## config.mk

```make
export PLATFORM = sky130hd
export DESIGN_NAME = dmem_ctrl
export DESIGN_NICKNAME = d
export VERILOG_FILES = /design/src/rtl/dmem_pkg.sv /design/src/rtl/dmem_timeout_cnt.sv /design/src/rtl/dmem_ctrl.sv
export SDC_FILE = /design/constraint.sdc
export NUM_CORES = 1
export LEC_CHECK = 0
export BUFFER_PORTS_ARGS = -buffer_cell sky130_fd_sc_hd__buf_2
export CAP_MARGIN = 20
export CORE_ASPECT_RATIO = 1.1
export CORE_MARGIN = 1.5
export CORE_UTILIZATION = 40
export DETAILED_ROUTE_END_ITERATION = 16
export PLACE_DENSITY_LB_ADDON = 0.1
export SYNTH_ARGS = -nofsm -noshare
export SYNTH_HDL_FRONTEND = slang
export SYNTH_SLANG_ARGS = --single-unit
```

## constraint.sdc

```tcl
create_clock -name clk_i -period 1.3 [get_ports clk_i]
set_clock_uncertainty 0.2 [all_clocks]
set_input_delay 0.195 -clock clk_i [delete_from_list [all_inputs] [get_ports clk_i]]
set_output_delay 0.195 -clock clk_i [all_outputs]
set_load 0.01 [all_outputs]
```

## src/rtl/dmem_pkg.sv

```systemverilog
`default_nettype none
// ============================================================================
//  Module      : dmem_pkg
//  Description : Shared constants for the MEM-stage data-memory controller:
//                FSM state encoding, default abort limit and counter width.
//  Revision    : 1.0  initial release
// ============================================================================
package dmem_pkg;

  // FSM state encoding
  localparam logic [1:0] IDLE = 2'd0;
  localparam logic [1:0] REQ  = 2'd1;
  localparam logic [1:0] DONE = 2'd2;

  // Default number of REQ cycles allowed before an access is abandoned
  localparam int TIMEOUT_CYCLES_DEFAULT = 255;

  // Width of the REQ-cycle counter
  localparam int CNT_W = 16;

endpackage
`default_nettype wire

```

## src/rtl/dmem_timeout_cnt.sv

```systemverilog
`default_nettype none
// ============================================================================
//  Module      : dmem_timeout_cnt
//  Description : Counts REQ cycles that pass without an acknowledge and flags
//                the cycle in which the count reaches LIMIT.
//  Revision    : 1.0  initial release
// ============================================================================
module dmem_timeout_cnt
  import dmem_pkg::*;
#(
  parameter int LIMIT = TIMEOUT_CYCLES_DEFAULT
) (
  input  logic clk,
  input  logic rst,
  input  logic i_clr,
  input  logic i_en,
  output logic o_expire
);

  // The count holds the number of completed un-acked REQ cycles, so the
  // LIMIT-th such cycle is the one where the count still shows LIMIT-1.
  localparam logic [CNT_W-1:0] c_LAST = CNT_W'(LIMIT - 1);

  logic [CNT_W-1:0] r_cnt;

  // Restart on entry to REQ, advance on every un-acked REQ cycle
  always_ff @(posedge clk) begin
    if (rst || i_clr) begin
      r_cnt <= '0;
    end else if (i_en) begin
      r_cnt <= r_cnt + CNT_W'(1);
    end
  end

  // Only meaningful while enabled, so an ack in the same cycle suppresses it
  assign o_expire = i_en && (r_cnt == c_LAST);

endmodule
`default_nettype wire

```

## src/rtl/dmem_ctrl.sv

```systemverilog
`default_nettype none
// ============================================================================
//  Module      : dmem_ctrl
//  Description : MEM-stage data-memory access controller. Runs a req/ack
//                handshake to a variable-latency memory, stalls the pipeline
//                while an access is in flight and holds the load result.
//                Optional REQ timeout enabled with macro DMEM_TIMEOUT_EN.
//  Revision    : 1.0  initial release
// ============================================================================
module dmem_ctrl
  import dmem_pkg::*;
#(
  parameter int TIMEOUT_CYCLES = TIMEOUT_CYCLES_DEFAULT
) (
  input  logic        clk_i,
  input  logic        rst_i,
  input  logic        MemRead_i,
  input  logic        MemWrite_i,
  input  logic [31:0] Addr_i,
  input  logic [31:0] WData_i,
  output logic        mem_req_o,
  output logic        mem_we_o,
  output logic [31:0] mem_addr_o,
  output logic [31:0] mem_wdata_o,
  input  logic        mem_ack_i,
  input  logic [31:0] mem_rdata_i,
  output logic [31:0] RData_o,
  output logic        Stall_o,
  output logic        Error_o
);

  logic [1:0]  r_state;
  logic [1:0]  w_state_nxt;

  logic        r_req;
  logic        r_we;
  logic [31:0] r_addr;
  logic [31:0] r_wdata;
  logic [31:0] r_rdata;

  logic        w_access;   // instruction in EX/MEM wants memory
  logic        w_launch;   // start a new access this cycle
  logic        w_in_req;   // handshake in flight
  logic        w_finish;   // handshake ends this cycle (ack or abort)
  logic        w_expire;   // REQ-cycle budget exhausted this cycle

  assign w_access = MemRead_i | MemWrite_i;

  // State register
  always_ff @(posedge clk_i) begin
    if (rst_i) begin
      r_state <= IDLE;
    end else begin
      r_state <= w_state_nxt;
    end
  end

  // Next-state logic
  always_comb begin
    w_state_nxt = r_state;
    case (r_state)
      IDLE:    if (w_access) w_state_nxt = REQ;
      REQ:     if (mem_ack_i || w_expire) w_state_nxt = DONE;
      DONE:    w_state_nxt = IDLE;
      default: w_state_nxt = IDLE;
    endcase
  end

  // State-decoded controls and the pipeline stall
  always_comb begin
    w_launch = (r_state == IDLE) && w_access;
    w_in_req = (r_state == REQ);
    w_finish = w_in_req && (mem_ack_i || w_expire);
    Stall_o  = !rst_i && (w_launch || w_in_req);
  end

  // Memory-side request registers: captured at launch, frozen through REQ
  always_ff @(posedge clk_i) begin
    if (rst_i) begin
      r_req   <= 1'b0;
      r_we    <= 1'b0;
      r_addr  <= '0;
      r_wdata <= '0;
    end else if (w_launch) begin
      r_req   <= 1'b1;
      r_we    <= MemWrite_i;   // read+write together resolves to a write
      r_addr  <= Addr_i;
      r_wdata <= WData_i;
    end else if (w_finish) begin
      r_req   <= 1'b0;
    end
  end

  // Load result: memory data on ack, zero on an aborted read
  always_ff @(posedge clk_i) begin
    if (rst_i) begin
      r_rdata <= '0;
    end else if (w_finish && !r_we) begin
      r_rdata <= mem_ack_i ? mem_rdata_i : 32'd0;
    end
  end

`ifdef DMEM_TIMEOUT_EN
  logic w_timeout;
  logic r_error;

  dmem_timeout_cnt #(
    .LIMIT    (TIMEOUT_CYCLES)
  ) u_timeout_cnt (
    .clk      (clk_i),
    .rst      (rst_i),
    .i_clr    (w_launch),
    .i_en     (w_in_req && !mem_ack_i),
    .o_expire (w_expire)
  );

  // An ack arriving with the expiry wins, so only an un-acked expiry aborts
  assign w_timeout = w_in_req && !mem_ack_i && w_expire;

  // Sticky error flag, cleared only by reset
  always_ff @(posedge clk_i) begin
    if (rst_i) begin
      r_error <= 1'b0;
    end else if (w_timeout) begin
      r_error <= 1'b1;
    end
  end

  assign Error_o = r_error;
`else
  logic w_unused_timeout;

  // Without the timeout REQ waits for ack indefinitely
  assign w_expire         = 1'b0;
  assign Error_o          = 1'b0;
  assign w_unused_timeout = ^TIMEOUT_CYCLES;
`endif

  assign mem_req_o   = r_req;
  assign mem_we_o    = r_we;
  assign mem_addr_o  = r_addr;
  assign mem_wdata_o = r_wdata;
  assign RData_o     = r_rdata;

endmodule
`default_nettype wire

```

==> results of run 1 <==
-- Yosys cell counts, types with 2 or more instances --
cell type / instances
nand2_1: 35
a21oi_1: 4
a21oi_2: 30
buf_2: 11
buf_6: 5
dfxtp_1: 100
clkbuf_1: 12
nor3_1: 2
buf_8: 3
nand2_2: 30
mux2i_1: 64
buf_4: 3
nand2b_1: 129
nor2_1: 2
-- final cells by class --
type	count	area (µm²)
clock buffer	12	256
clock inverter	4	47.5
fill	799	3290
multi-input combinational	305	2230
sequential	100	2010
tap	143	179
timing repair buffer	328	2480
-- logic make-up after synthesis --
kind of cell / share of synthesized area [%]
AO/OA/AOI/OAI: 6.59
multiplexers: 14.7
other: 0.0859
flip-flops: 45.8
AND/OR/NAND/NOR: 27.7
buffers and inverters: 5.13
-- power breakdown --
group / internal, mW / switching (mW) / leakage (nW) / total, mW
Combinational: 1.03 / 0.795 / 2.40 / 1.83
Sequential: 3.30 / 0.123 / 0.823 / 3.43
Clock: 1.59 / 1.13 / 0.149 / 2.72
Total: 5.93 / 2.04 / 3.37 / 7.97
-- cell usage in the layout, fill, tap and decap left out, drive strengths merged --
master / netlist / layout
nor2: 2 / 2
or3: 1 / 1
nand2: 65 / 65
conb: 1 / 1
clkinvlp: 0 / 1
nor3: 3 / 3
mux2i: 64 / 64
and4bb: 1 / 1
or4b: 1 / 1
dfxtp: 100 / 100
a21oi: 34 / 34
clkinv: 0 / 2
dlygate4sd3: 0 / 97
nand3b: 1 / 1
nand4bb: 1 / 1
nand2b: 129 / 129
bufinv: 0 / 1
clkbuf: 12 / 15
o21ai: 1 / 1
buf: 22 / 228
or3b: 1 / 1
-- worst max-delay path, delay by kind of cell (launching register included) --
family | cells | cell delay (ns)
flops | 1 | 0.35
simple gates | 2 | 0.15
buf+inv | 2 | 0.27
-- layer usage --
layer / GRT usage, % / wire length [µm] / share of wire (%)
met2: 36.3 / 6140 / 50
met1: 23.9 / 5040 / 41
met5: 0 / 0 / 0
met3: 4.86 / 756 / 6.2
met4: 8.58 / 269 / 2.2
-- timing repair --
item | 4_1_cts | 5_1_grt
gates resized for setup | 26 | 15
hold buffers | 97 | 0
endpoints found under the setup margin | 100 | 101
hold endpoints to repair | 98 | 0
pin swaps | 5 | 9
buffers inserted | 7 | 1
cloned | 6 | 3
-- flip-flops by register name, summed over array words and instances, names as in the netlist --
signal,count
RData_o,32
r_state,2
mem_addr_o,32
mem_wdata_o,32
mem_we_o,1
mem_req_o,1
-- path summary, 6_finish.rpt --
check,startpoint,to,slack (ns),cells past startpoint
worst max-delay path,r_state[0],Stall_o,-0.20,4
worst min-delay path,rst_i,mem_addr_o[30],0.13,3
worst max register to register,r_state[0],mem_wdata_o[25],-0.19,5
worst min register to register,RData_o[1],RData_o[1],0.26,2
==> results.toml, run 1 <==
[power]
powerDensity_nw_per_um2 = 1110
peakVddDrop_v = 0.000775
finalPower_mw = 7.97
p_leak_nw = 3.37

[route]
dr.pass1.iters = 4
drt_iter0_drc = 102
ant_nets = 0
viasPerCell = 4.51
drc = 0
wirelength_mm = 12.2
vias = 4020
post_drt_wl_per_cell_um = 13.7

[timing]
timing.fmax_mhz = 665
fin_tns_setup_ns = -14.21
rsz0062_at_grt = "true"
hold_viol_final = 0
fin_ws_ns = -0.204
setup_viol = 100
report.final.slew_viol_count = 0
finalCritPeriodShare_pct = 116
holdWs_ns = 0.132
fin_crit_ns = 1.50

[clocking]
cts_sinks = 100
ctsLongestPathBuffers = 2
cts_tree = "yes"
clock_latency_ns = 0.33
cts.clk_slew.worst_paths_ns = 0.07
h-tree-depth = 3
cts_made_buffers = 9
clockRootBuffer = "clkbuf_16"

[floorplanning]
core_um2 = 10500
rows = 39
io_pins = 201
start_util_pct = 41.6
die_w_um = 103
chipHeight_um = 113
die-area_um2 = 11600

[worst_setup_path]
startpoint_type = "flop"
path_max_fanout = 3
path_cells = "buf_6 > nor3_4 > nor3_1 > buf_2"
required_ns = 0.90
max_stage_delay_ns = 0.35
critPathKind = "reg -> out"
critPathSlowestCell = "dfxtp_4"
crit_arrival_ns = 1.11
critPathCaptureType = "output pin"

[logic_synthesis]
synth_area_um2 = 4370
synth_nets = 540
yosys_most_used_dff = "dfxtp_1"
synth_area_leaders = "dfxtp_1, nand2b_1, mux2i_1, a21oi_2, nand2_2"
yosys.area.top_type_share_pct = 45.8
ys_seq_elements = 100
synth.distinct_cells = 23
yosysWarnings = 0
yosysSeqAreaShare_pct = 45.8
yosysTopAreaCell = "dfxtp_1"
syn_avg_cell_area_um2 = 9.95
async_reset_ff_share_pct = 0
synth_edf_count = 0
netlist_instances = 439

[final_layout]
fin_nets = 845
utilization_pct = 68.7
final_cells = 892
drive_above_1_share_pct = 42.7
stdcell_area_um2 = 7210
syn_to_final_growth_pct = 65.0
antenna_cells = 0

[outcome]
status = "finished, violations left"
violations = "setup timing"

[run]
maxCapViolCount = 0

[placed_design]
place_congestion = 0.767
place_area_um2 = 5580
io_buffers = 199
place_hpwl_mm = 7.10
pre_cts_slack_ns = -0.141
placed_cells = 766

[global_routing]
grt_overflow = 0
grt_start_max_net_pins = 51
first_global_vias = 4031
antenna_found_initial = 0
grt_pass1_wl_mm = 18.9
grt_usage_pct = 20.7

[hold_path]
hp-class = "in -> reg"
Power figures use the tool's default switching activity.
==> inputs of run 2 (changes only) <==
Clock period 1.3 ns to 1.81 ns, I/O delays scaled along.
==> run 2 against run 1 <==
  * First-iteration DRC count fell by 18%
  * Critical endpoint unchanged
  * Count of clock-buffer cells in the layout down 2
  * Sequential power decreased by 28%
  * Highest routed layer unchanged
  * Largest cell class is now multi-input combinational cells
  * Sequential cell count unchanged
  * The flow now finishes without violations
  * Wire length fell by 11%
  * Via count is 4.9% lower
  * Register-to-register slack better by 0.44 ns
  * Critical path depth decreased by 1
  * Final cell count down 3.5%
==> results.toml, run 2 (synthesized netlist as in run 1, its figures left out) <==
[outcome]
status = "finished, final reports clean"

[worst_setup_path]
required_ns = 1.34
crit_arrival_ns = 1.22
startpoint_type = "flop"
critPathKind = "reg -> out"
path_max_fanout = 8
critPathCaptureType = "output pin"

[hold_path]
hp-class = "in -> reg"

[route]
drc = 0
vias = 3822
wirelength_mm = 10.9
ant_nets = 0
dr.pass1.iters = 4
drt_iter0_drc = 84
post_drt_wl_per_cell_um = 12.6
viasPerCell = 4.44

[clocking]
cts_sinks = 100
clockRootBuffer = "clkbuf_16"
ctsLongestPathBuffers = 2
h-tree-depth = 3
cts.clk_slew.worst_paths_ns = 0.06
clock_latency_ns = 0.34
postCtsSetupRepairBufs = 0
cts_resized = 0
cts_made_buffers = 9
cts_tree = "yes"
holdBufCountCts = 89

[placed_design]
place_congestion = 0.747
place_hpwl_mm = 6.95
placed_cells = 756
pre_cts_slack_ns = 0.254
io_buffers = 199

[power]
finalPower_mw = 5.40
p_leak_nw = 3.08
peakVddDrop_v = 0.000446
powerDensity_nw_per_um2 = 813

[global_routing]
first_global_vias = 3891
grt_usage_pct = 19.0
antenna_found_initial = 0
grt_overflow = 0
grt_start_max_net_pins = 55
grt_pass1_wl_mm = 17.6

[final_layout]
syn_to_final_growth_pct = 52.1
multi_input_area_um2 = 2150
drive_above_1_share_pct = 39.7
fin_nets = 814
layout_common_cells = "buf_2, nand2b_1, dfxtp_1, dlygate4sd3_1, mux2i_1"
fillers = 854
regArea_um2 = 2000
final_cells = 861
mostFrequentLayoutCell = "buf_2"
antenna_cells = 0

[floorplanning]
die_w_um = 103
die-area_um2 = 11600
core_um2 = 10500
start_util_pct = 41.6
chipHeight_um = 113
io_pins = 201
rows = 39

[timing]
fin_tns_setup_ns = 0
report.final.slew_viol_count = 0
setup_viol = 0
fin_ws_ns = 0.116
hold_viol_final = 0
timing.fmax_mhz = 590
rsz0062_at_grt = "false"
fin_crit_ns = 1.69
finalCritPeriodShare_pct = 93.6

[run]
maxCapViolCount = 0
[run 2: layout make-up]
cell class | instances | share of cell area (%)
clock buffers | 10 | 3.45
clock inverters | 6 | 0.828
repair buffers | 297 | 30.6
multi-input cells | 305 | 32.3
well taps | 143 | 2.69
flip-flops and latches | 100 | 30.1
[run 2: power breakdown]
part | leakage [nW] | switching (mW) | internal (mW)
Sequential | 0.822 | 0.0887 | 2.37
Combinational | 2.11 | 0.503 | 0.580
Clock | 0.146 | 0.797 | 1.06
Total | 3.08 | 1.39 | 4.01
[run 2: final timing paths]
kind	start	endpoint	slack, ns	cells after the start
setup / recovery	r_state[0]	Stall_o	0.12	3
hold / removal	WData_i[22]	mem_wdata_o[22]	0.01	3
setup reg to reg	r_state[1]	mem_wdata_o[17]	0.25	3
hold reg to reg	RData_o[31]	RData_o[31]	0.26	2
[run 2: critical path, stage by stage, from the launching register on]
cell and delay (ns):
dfxtp_1 0.48, nor3_1 0.09, nor3_1 0.14, buf_2 0.17
[run 2: through the flow]
step / util, % / hold slack, ns / cell area (µm²)
floorplan: - / 0.198 / 4370
global placement: 52.1 / 0.239 / 5470
detailed placement: 52.1 / 0.246 / 5470
CTS: 63.3 / 0.00149 / 6650
global route: 63.3 / 0.0276 / 6650
finish: 63.3 / 0.0103 / 6650
[run 2: layer usage]
layer,wire (µm),global-route usage (%)
met1,4720,22.5
met2,5060,31.5
met3,791,4.98
met4,298,9.04
met5,0,0
